$ cat src/rtl/reg_scoreboard_dep_if.sv
// Decode <-> register scoreboard bundle: issue sources/destinations,
// writeback retire and the stall/hazard status returned to decode.
interface reg_scoreboard_dep_if #(
    parameter int NUM_SRC = 4,
    parameter int NUM_DST = 3,
    parameter int ADDR_W  = 3,
    parameter int STRB_W  = 4
);
    logic                        flush;
    logic                        issue_valid;
    logic [NUM_SRC-1:0]          src_needed;
    logic [NUM_SRC*ADDR_W-1:0]   src_addr;
    logic [NUM_SRC*STRB_W-1:0]   src_strb;
    logic [NUM_DST-1:0]          dst_ld;
    logic [NUM_DST*ADDR_W-1:0]   dst_addr;
    logic [NUM_DST*STRB_W-1:0]   dst_strb;
    logic [NUM_DST-1:0]          wb_valid;
    logic [NUM_DST*ADDR_W-1:0]   wb_addr;
    logic [NUM_DST*STRB_W-1:0]   wb_strb;
    logic                        stall;
    logic                        issue_accept;
    logic [NUM_SRC-1:0]          dep_mask;
    logic                        busy;
    logic                        err_underflow;

    modport master (
        output flush, issue_valid, src_needed, src_addr, src_strb,
        output dst_ld, dst_addr, dst_strb, wb_valid, wb_addr, wb_strb,
        input  stall, issue_accept, dep_mask, busy, err_underflow
    );

    modport slave (
        input  flush, issue_valid, src_needed, src_addr, src_strb,
        input  dst_ld, dst_addr, dst_strb, wb_valid, wb_addr, wb_strb,
        output stall, issue_accept, dep_mask, busy, err_underflow
    );
endinterface

$ cat src/rtl/reg_scoreboard_dep.sv
// Per-register, per-byte-lane pending-write scoreboard: stalls issue on
// RAW hazards or counter saturation, retires lanes on writeback.
module reg_scoreboard_dep #(
    parameter int NUM_REGS = 8,
    parameter int ADDR_W   = 3,
    parameter int NUM_SRC  = 4,
    parameter int NUM_DST  = 3,
    parameter int STRB_W   = 4,
    parameter int CNT_W    = 2
) (
    input logic                clk,
    input logic                rst_n,
    reg_scoreboard_dep_if.slave sb
);
    localparam int CW = CNT_W + 2;
    localparam logic [CW-1:0] CMAX = CW'((1 << CNT_W) - 1);

    logic [CNT_W-1:0] cnt_q [NUM_REGS][STRB_W];
    logic [CNT_W-1:0] cnt_d [NUM_REGS][STRB_W];
    logic [CW-1:0]    inc   [NUM_REGS][STRB_W];
    logic [CW-1:0]    dec   [NUM_REGS][STRB_W];
    logic [CW-1:0]    sum;
    logic [NUM_SRC-1:0] dep;
    logic full, stall, accept, busy, err_q, err_d;

    // Addresses at or above NUM_REGS never match any r, so they are ignored.
    always_comb begin
        for (int r = 0; r < NUM_REGS; r++) begin
            for (int b = 0; b < STRB_W; b++) begin
                inc[r][b] = '0;
                dec[r][b] = '0;
                for (int d = 0; d < NUM_DST; d++) begin
                    if (sb.dst_ld[d] &&
                        sb.dst_addr[d*ADDR_W +: ADDR_W] == ADDR_W'(r) &&
                        sb.dst_strb[d*STRB_W + b])
                        inc[r][b] = inc[r][b] + CW'(1);
                    if (sb.wb_valid[d] &&
                        sb.wb_addr[d*ADDR_W +: ADDR_W] == ADDR_W'(r) &&
                        sb.wb_strb[d*STRB_W + b])
                        dec[r][b] = dec[r][b] + CW'(1);
                end
            end
        end
    end

    always_comb begin
        dep  = '0;
        full = 1'b0;
        busy = 1'b0;
        for (int r = 0; r < NUM_REGS; r++) begin
            for (int b = 0; b < STRB_W; b++) begin
                if (cnt_q[r][b] != '0)
                    busy = 1'b1;
                if ({2'b00, cnt_q[r][b]} + inc[r][b] > CMAX)
                    full = 1'b1;
                for (int i = 0; i < NUM_SRC; i++) begin
                    if (sb.src_needed[i] &&
                        sb.src_addr[i*ADDR_W +: ADDR_W] == ADDR_W'(r) &&
                        sb.src_strb[i*STRB_W + b] &&
                        cnt_q[r][b] != '0)
                        dep[i] = 1'b1;
                end
            end
        end
    end

    assign stall  = sb.issue_valid & (|dep | full);
    assign accept = sb.issue_valid & ~stall;

    // A negative lane result shows up as the MSB of the widened sum.
    always_comb begin
        err_d = err_q;
        sum   = '0;
        for (int r = 0; r < NUM_REGS; r++) begin
            for (int b = 0; b < STRB_W; b++) begin
                sum = {2'b00, cnt_q[r][b]}
                    + (accept ? inc[r][b] : '0)
                    - dec[r][b];
                if (sb.flush) begin
                    cnt_d[r][b] = '0;
                end else if (sum[CW-1]) begin
                    cnt_d[r][b] = '0;
                    err_d       = 1'b1;
                end else begin
                    cnt_d[r][b] = sum[CNT_W-1:0];
                end
            end
        end
    end

    always_ff @(posedge clk or negedge rst_n) begin
        if (!rst_n) begin
            err_q <= 1'b0;
            for (int r = 0; r < NUM_REGS; r++)
                for (int b = 0; b < STRB_W; b++)
                    cnt_q[r][b] <= '0;
        end else begin
            err_q <= err_d;
            for (int r = 0; r < NUM_REGS; r++)
                for (int b = 0; b < STRB_W; b++)
                    cnt_q[r][b] <= cnt_d[r][b];
        end
    end

    assign sb.stall         = stall;
    assign sb.issue_accept  = accept;
    assign sb.dep_mask      = dep;
    assign sb.busy          = busy;
    assign sb.err_underflow = err_q;
endmodule

$ cat src/flat_wrapper.sv
// flat-port wrapper written by rule: the top's interface ports become plain ports
module reg_scoreboard_dep_flat 
#(
    parameter int NUM_REGS = 8,
    parameter int ADDR_W   = 3,
    parameter int NUM_SRC  = 4,
    parameter int NUM_DST  = 3,
    parameter int STRB_W   = 4,
    parameter int CNT_W    = 2
)
  (clk, rst_n, sb_flush, sb_issue_valid, sb_src_needed, sb_src_addr, sb_src_strb, sb_dst_ld, sb_dst_addr, sb_dst_strb, sb_wb_valid, sb_wb_addr, sb_wb_strb, sb_stall, sb_issue_accept, sb_dep_mask, sb_busy, sb_err_underflow);
  reg_scoreboard_dep_if #(.NUM_SRC(NUM_SRC), .NUM_DST(NUM_DST), .ADDR_W(ADDR_W), .STRB_W(STRB_W)) sb_i ();
  input logic clk;
  input logic rst_n;
  input wire logic [$bits(sb_i.flush)-1:0] sb_flush;
  input wire logic [$bits(sb_i.issue_valid)-1:0] sb_issue_valid;
  input wire logic [$bits(sb_i.src_needed)-1:0] sb_src_needed;
  input wire logic [$bits(sb_i.src_addr)-1:0] sb_src_addr;
  input wire logic [$bits(sb_i.src_strb)-1:0] sb_src_strb;
  input wire logic [$bits(sb_i.dst_ld)-1:0] sb_dst_ld;
  input wire logic [$bits(sb_i.dst_addr)-1:0] sb_dst_addr;
  input wire logic [$bits(sb_i.dst_strb)-1:0] sb_dst_strb;
  input wire logic [$bits(sb_i.wb_valid)-1:0] sb_wb_valid;
  input wire logic [$bits(sb_i.wb_addr)-1:0] sb_wb_addr;
  input wire logic [$bits(sb_i.wb_strb)-1:0] sb_wb_strb;
  output wire logic [$bits(sb_i.stall)-1:0] sb_stall;
  output wire logic [$bits(sb_i.issue_accept)-1:0] sb_issue_accept;
  output wire logic [$bits(sb_i.dep_mask)-1:0] sb_dep_mask;
  output wire logic [$bits(sb_i.busy)-1:0] sb_busy;
  output wire logic [$bits(sb_i.err_underflow)-1:0] sb_err_underflow;
  assign sb_i.flush = sb_flush;
  assign sb_i.issue_valid = sb_issue_valid;
  assign sb_i.src_needed = sb_src_needed;
  assign sb_i.src_addr = sb_src_addr;
  assign sb_i.src_strb = sb_src_strb;
  assign sb_i.dst_ld = sb_dst_ld;
  assign sb_i.dst_addr = sb_dst_addr;
  assign sb_i.dst_strb = sb_dst_strb;
  assign sb_i.wb_valid = sb_wb_valid;
  assign sb_i.wb_addr = sb_wb_addr;
  assign sb_i.wb_strb = sb_wb_strb;
  assign sb_stall = sb_i.stall;
  assign sb_issue_accept = sb_i.issue_accept;
  assign sb_dep_mask = sb_i.dep_mask;
  assign sb_busy = sb_i.busy;
  assign sb_err_underflow = sb_i.err_underflow;
  reg_scoreboard_dep #(.NUM_REGS(NUM_REGS), .ADDR_W(ADDR_W), .NUM_SRC(NUM_SRC), .NUM_DST(NUM_DST), .STRB_W(STRB_W), .CNT_W(CNT_W)) u_core (.clk(clk), .rst_n(rst_n), .sb(sb_i));
endmodule
$ cat config.mk
export PLATFORM = sky130hd
export DESIGN_NAME = reg_scoreboard_dep_flat
export DESIGN_NICKNAME = d
export VERILOG_FILES = /design/src/rtl/reg_scoreboard_dep_if.sv /design/src/rtl/reg_scoreboard_dep.sv /design/src/flat_wrapper.sv
export SDC_FILE = /design/constraint.sdc
export NUM_CORES = 1
export LEC_CHECK = 0
export CAP_MARGIN = 20
export CORE_UTILIZATION = 51
export DETAILED_ROUTE_END_ITERATION = 16
export DONT_BUFFER_PORTS = 1
export GPL_TIMING_DRIVEN = 0
export PLACE_DENSITY_LB_ADDON = 0.08
export SETUP_SLACK_MARGIN = 0.2
export SLEW_MARGIN = 25
export SYNTH_ARGS = -nofsm -noshare
export SYNTH_HDL_FRONTEND = slang
export SYNTH_SLANG_ARGS = --single-unit
$ cat constraint.sdc
create_clock -name clk -period 19 [get_ports clk]
set_input_delay 5.7 -clock clk [delete_from_list [all_inputs] [get_ports clk]]
set_output_delay 5.7 -clock clk [all_outputs]
set_load 0.02 [all_outputs]
==> reports/qor.txt, run 1 <==
clk sinks: 65
Worst R2R Path Depth: 22
row cnt: 59
Critical Path End Type: output pin
CTS tree: yes
port bufs: 0
Worst Skew: 0.0117 ns
vias per cell: 5.96
Fill cells: 2583
Cell Count Post-Placement: 2229
RR Endpoint: u_core.sb.err_underflow$_DFF_PN0_
Syn. warnings: 0
final std cells w/o fill: 2245
Async S/R FF share, synth: 1.00
Critical Path AT: 10.17 ns
clk root buf: clkbuf_16
Die Span Y: 164 um
# IOs: 92
number of synthesized flops with an enable pin: 0
setup repair after global routing missed its margin: false
Hold Path Class: reg -> reg
Post-Syn Area: 0.0134 mm2
Global Route Usage Sum: 0.386
number of global-route vias before repair: 12500
Final ANT Viol Nets: 0
setup TNS: 0 ns
Die Footprint: 0.0270 mm2
Tcrit/Tclk final: 0.835
CTS clock-pin slew for the worst setup and hold paths: 0.06 ns
FF-to-FF Start: u_core.cnt_q[51]$_DFF_PN0_
status: completed
max_cap viols: 0
# hold bufs at CTS: 0
Detail Placement HPWL: 42.7 mm
Core ar.: 0.0260 mm2
WL per Instance: 22.7 um
Seq/Total Area, Yosys: 0.121
CP Launch Type: primary input
Max Transition Viols Final: 0
Yosys cell types: 59
Setup crit end: sb_issue_accept
worst path required time: 13.30 ns
Ant. Diodes: 0
Worst Path Max Fanout: 10
Detailed Routing Iterations Pass 1: 6
Pwr Total: 0.507 mW
Setup Slack @ Placement: 3.28 ns
CTS Buffer Depth: 2
Worst Max-Slew Pin Slew: 1.05 ns
PnR worst setup slack: 3.13 ns
Routed WL: 51.1 mm
largest net degree at the start of global routing: 66
Hold WS: 0.875 ns
Leak Pwr: 7.49 nW
Final Util: 0.549
Avg Cell Area, Syn: 7.21 um2
Initial Util: 0.517
pwr dens: 35.5 mW/mm2
fmax: 63.0 MHz
DR vias: 13400
final hold vios: 0
maximum VDD drop: 0.0344 mV
reg-to-reg slack, setup: 12.35 ns
Worst setup startpoint: sb_dst_strb[9]
post-CTS setup buffers: 0
total gr overflow: 0
Worst Path Class, Setup: in -> out
final setup violation count: 0
Layout area overhead: 6.25%
DRC viols: 0
Main synth FF type: dfrtp_1
layout cells sized above 1: 0.0257
H-tree depth: 3
max_slew headroom: 0.294
DP Area: 0.0140 mm2
first-pass GRT wire length: 75.5 mm
GP Congestion: 1.04
#FFs+latches synth: 65
CTS Buf Count: 9
die width: 164 um
fin area: 0.0143 mm2
Cells after Synth: 1864
Nets: 2311
PostCTS Resize Cnt: 0
initial antenna violation count: 1
Iter 0 DRT Violations: 1503
Clock Latency Late Sink: 0.35 ns
fin crit period: 15.87 ns
worst min path at each step:
stage                                      start                                 to  cells past startpoint
6_report       u_core.sb.err_underflow$_DFF_PN0_  u_core.sb.err_underflow$_DFF_PN0_                      3
5_1_grt        u_core.sb.err_underflow$_DFF_PN0_  u_core.sb.err_underflow$_DFF_PN0_                      3
4_1_cts        u_core.sb.err_underflow$_DFF_PN0_  u_core.sb.err_underflow$_DFF_PN0_                      3
3_5_place_dp   u_core.sb.err_underflow$_DFF_PN0_  u_core.sb.err_underflow$_DFF_PN0_                      3
3_3_place_gp   u_core.sb.err_underflow$_DFF_PN0_  u_core.sb.err_underflow$_DFF_PN0_                      3
2_1_floorplan  u_core.sb.err_underflow$_DFF_PN0_  u_core.sb.err_underflow$_DFF_PN0_                      3
critical path, stage by stage:
cell and delay [ns]:
clkbuf_1 0.56, clkbuf_1 0.54, nand2_1 0.23, o21ai_0 0.48, ha_1 0.34, nand3_1 0.07, a21oi_1 0.04, a31oi_1 0.46
o2111ai_1 0.24, nor4_1 0.39, nand4_1 0.43, nor3_2 0.32, buf_2 0.34
state kept, by name (all words and copies together) (netlist names):
register and cells:
u_core.cnt_q 64, u_core.sb.err_underflow 1
cell families after synthesis:
group / synth area share
and+or+nand+nor: 0.243
buffers and inverters: 0.108
AOI/OAI and AO/OA: 0.147
adders and majority gates: 0.318
xor gates and xnor gates: 0.0606
DFF: 0.121
muxes: 0.00149
other: 0.000279
cell type report:
type                    count  area (um2)  share of cell area
multi-input cells        1453       10500               0.733
plain buffers              55         246              0.0173
well taps                 335         419              0.0294
inverters                 321        1200              0.0844
clock buffers              12         256              0.0180
flip-flops and latches     65        1630               0.114
clock inverters             4        51.3             0.00359
routing by layer:
layer,global-route usage,part of all wire
met5,0,0.00024
met3,0.0985,0.10
met1,0.496,0.42
met4,0.180,0.048
met2,0.600,0.43
synth_stat cells (2+ instances only):
cell type,count,area [um2]
nor4_2,12,150
a21o_1,34,255
or4_1,2,15.0
xor2_1,23,201
nand3_1,37,185
and3_1,3,18.8
nor4bb_1,2,20.0
inv_1,321,1200
fa_1,33,661
xnor2_1,70,613
a2bb2oi_1,2,17.5
buf_4,3,22.5
buf_6,3,33.8
and4b_1,3,30.0
or3b_2,4,35.0
a211oi_1,2,15.0
and2_1,15,93.8
nor4_1,51,319
o22ai_1,11,68.8
buf_1,3,11.3
o21a_1,4,30.0
nor3b_1,32,240
nor3_1,51,255
o21ai_0,180,901
and4_1,3,26.3
nor2_1,65,244
nor3_2,2,20.0
nand3b_1,7,52.6
a21oi_1,61,305
o211ai_1,7,52.6
ha_1,289,3620
dfrtp_1,65,1630
nand2b_1,19,119
a41oi_1,13,114
o2111ai_1,5,43.8
nand2_1,320,1200
clkbuf_1,41,154
a211o_1,2,17.5
nand4_1,26,163
nor2b_1,2,12.5
buf_2,5,25.0
mux2i_1,2,20.0
a31oi_1,13,81.3
cell usage in the layout, fill, tap and decap left out, types with 7 or more instances in the layout:
cell / count
nor2_1: 65
nor3b_1: 32
clkbuf_1: 42
fa_1: 33
nand3_1: 37
inv_1: 321
nand2_1: 320
clkbuf_16: 9
ha_1: 289
nor4_2: 12
a21o_1: 34
a41oi_1: 13
nand2b_1: 19
nand4_1: 26
o22ai_1: 11
a31oi_1: 13
conb_1: 31
xnor2_1: 70
nor4_1: 51
xor2_1: 23
o21ai_0: 180
o211ai_1: 7
nor3_1: 51
and2_1: 15
nand3b_1: 7
dfrtp_1: 65
a21oi_1: 61
power breakdown:
group / switching [mW] / total (mW) / internal [mW]
sequential: 0.0142 / 0.157 / 0.143
combinational: 0.110 / 0.171 / 0.0613
clock: 0.0693 / 0.178 / 0.109
total: 0.194 / 0.507 / 0.313
Power figures use the tool's default switching activity.
==> run 2: changes to the inputs <==
==> constraint.sdc (replaced) <==
create_clock -name clk -period 15.9 [get_ports clk]
set_input_delay 4.77 -clock clk [delete_from_list [all_inputs] [get_ports clk]]
set_output_delay 4.77 -clock clk [all_outputs]
set_load 0.02 [all_outputs]
==> results of run 2 <==
The final DEF is identical to that of run 1. Status: completed.
Main changes from that run: setup slack after placement 3.28 ns -> 2.04 ns; setup slack after layout 3.13 ns -> 1.89 ns; register-to-register setup slack 12.35 ns -> 9.25 ns; total power 0.507 mW -> 0.606 mW; worst IR drop on VDD 0.0344 mV -> 0.0411 mV
==> run 3: changes to the inputs <==
--- a/config.mk
+++ b/config.mk
@@ -8,9 +8,8 @@
 export CAP_MARGIN = 20
 export CORE_UTILIZATION = 51
 export DETAILED_ROUTE_END_ITERATION = 16
-export DONT_BUFFER_PORTS = 1
 export GPL_TIMING_DRIVEN = 0
-export PLACE_DENSITY_LB_ADDON = 0.08
+export PLACE_DENSITY = 0.76
 export SETUP_SLACK_MARGIN = 0.2
 export SLEW_MARGIN = 25
 export SYNTH_ARGS = -nofsm -noshare
==> reports/qor.txt, run 3 (synthesized netlist as in run 1, its figures left out) <==
port bufs: 68 (+68)
CTS Buffer Depth: 2 (unchanged)
Global Route Usage Sum: 0.396 (+0.0106)
routing usage on met1: 0.512 (+0.0154)
initial antenna violation count: 1 (unchanged)
vias per cell: 6.05 (+1.5%)
first-pass GRT wire length: 77.9 mm (+3.1%)
# hold bufs at CTS: 0 (unchanged)
sw frac: 0.380
DR vias: 14000 (+4.6%)
final hold vios: 0 (unchanged)
most common cell after layout, fill and taps aside: inv_1
DRC viols: 0 (unchanged)
commonest cells after routing, fill and taps aside: inv_1 (321), nand2_1 (320), ha_1 (289), o21ai_0 (180), xnor2_1 (70)
Max Transition Viols Final: 0 (unchanged)
Die Span Y: 164 um (unchanged)
Worst Skew: 0.00803 ns (-0.00363 ns)
GP Congestion: 1.01 (-3.0%)
setup TNS: 0 ns (unchanged)
Hold Path Class: reg -> reg
layout cells sized above 1: 0.0258 (+0.000129)
reg-to-reg slack, setup: 9.00 ns
Ant. Diodes: 0 (unchanged)
Clock Latency Late Sink: 0.35 ns (about the same)
CTS tree: yes
GRT busiest layer: met2
worst path required time: 11.13 ns
Biggest register: u_core.cnt_q
PostCTS Resize Cnt: 0 (unchanged)
PnR worst setup slack: 0.777 ns
H-tree depth: 3 (unchanged)
setup repair after global routing missed its margin: false
row cnt: 59 (unchanged)
Critical Path AT: 10.35 ns
Initial Util: 0.517 (unchanged)
Largest register FFs: 64 (unchanged)
Routed WL: 52.9 mm (+3.5%)
Core ar.: 0.0260 mm2 (unchanged)
GR Util met3: 0.0634 (-0.0351)
Layout area overhead: 11.8%
WL per Instance: 22.9 um (+0.46%)
max_slew headroom: 0.327 (+0.0323)
Gate power share: 0.368 (+0.030)
clk sinks: 65 (unchanged)
CTS Buf Count: 9 (unchanged)
Final Util: 0.578 (+0.0285)
status: completed
DP Area: 0.0147 mm2 (+5.1%)
final setup violation count: 0 (unchanged)
CTS clock-pin slew for the worst setup and hold paths: 0.06 ns (about the same)
Final ANT Viol Nets: 0 (unchanged)
Worst Max-Slew Pin Slew: 0.999 ns (-0.0480 ns)
largest net degree at the start of global routing: 50 (-24%)
clk root buf: clkbuf_16
Net Sw Power: 0.257 mW
Nets: 2380 (+3.0%)
Setup Slack @ Placement: 0.886 ns
CP Launch Type: primary input
pwr dens: 45.0 mW/mm2
internal power: 0.419 mW
Worst Path Max Fanout: 10 (unchanged)
die width: 164 um (unchanged)
# IOs: 92 (unchanged)
total gr overflow: 0 (unchanged)
number of global-route vias before repair: 13000 (+4.5%)
max_cap viols: 0 (unchanged)
clock share of power: 0.354 (+0.002)
Pwr Total: 0.676 mW
Detailed Routing Iterations Pass 1: 6 (unchanged)
fin area: 0.0150 mm2 (+5.2%)
Seq pwr share: 0.278 (-0.032)
post-CTS setup buffers: 0 (unchanged)
Tcrit/Tclk final: 0.951
Iter 0 DRT Violations: 1418 (-5.7%)
Detail Placement HPWL: 43.8 mm (+2.7%)
Worst Path Class, Setup: in -> out
fmax: 66.1 MHz
maximum VDD drop: 0.0411 mV
Critical Path End Type: output pin
M2 GR Usage: 0.644 (+0.0435)
Leak Pwr: 7.79 nW (+4.0%)
fin crit period: 15.12 ns
Die Footprint: 0.0270 mm2 (unchanged)
[run 3: final timing paths]
path,depth (start not counted),startpoint,end
min,3,u_core.sb.err_underflow$_DFF_PN0_,u_core.sb.err_underflow$_DFF_PN0_
min in group asynchronous,1,rst_n,u_core.cnt_q[46]$_DFF_PN0_
max reg2reg,22,u_core.cnt_q[53]$_DFF_PN0_,u_core.sb.err_underflow$_DFF_PN0_
max,16,sb_dst_addr[8],sb_issue_accept
max in group asynchronous,2,rst_n,u_core.cnt_q[32]$_DFF_PN0_
min reg2reg,3,u_core.sb.err_underflow$_DFF_PN0_,u_core.sb.err_underflow$_DFF_PN0_
[run 3: cell type report]
class | instances | area (um2)
Fill cell | 2510 | 11000
Multi-Input combinational cell | 1453 | 10500
Sequential cell | 65 | 1630
Inverter | 321 | 1200
Timing Repair Buffer | 69 | 706
Tap cell | 335 | 419
Buffer | 55 | 246
Clock buffer | 10 | 239
Clock inverter | 5 | 104
[run 3: metrics by stage]
step	hold slack (ns)	instances
detailed placement	0.722	2298
global placement	0.696	2297
CTS	0.735	2313
floorplan	0.790	1894
finish	0.728	2313
global route	0.767	2313
[run 3: worst max-delay path, stage by stage]
cell             delay, ns
clkdlybuf4s50_1       0.57
nor4b_2               0.82
and2_1                0.22
clkbuf_1              0.38
nor2_1                0.08
a21oi_1               0.33
ha_1                  0.33
nand3_1               0.09
a21oi_1               0.05
a21oi_1               0.34
o2111ai_1             0.20
nor4_1                0.44
nand4_1               0.45
nor3_2                0.31
buf_2                 0.31
clkdlybuf4s50_1       0.66
[run 3: power groups by stage]
stage	Sequential (mW)	Clock [mW]	Combinational, mW
floorplan	0.181	0	0.148
global placement	0.189	0	0.233
detailed placement	0.189	0	0.241
CTS	0.186	0.240	0.243
global route	0.188	0.246	0.270
finish	0.188	0.240	0.249
[run 3: layer usage]
metal	up-vias	share of wire
li1	6460	-
met1	6582	0.41
met2	778	0.45
met3	165	0.093
met4	2	0.052
met5	-	0.00025
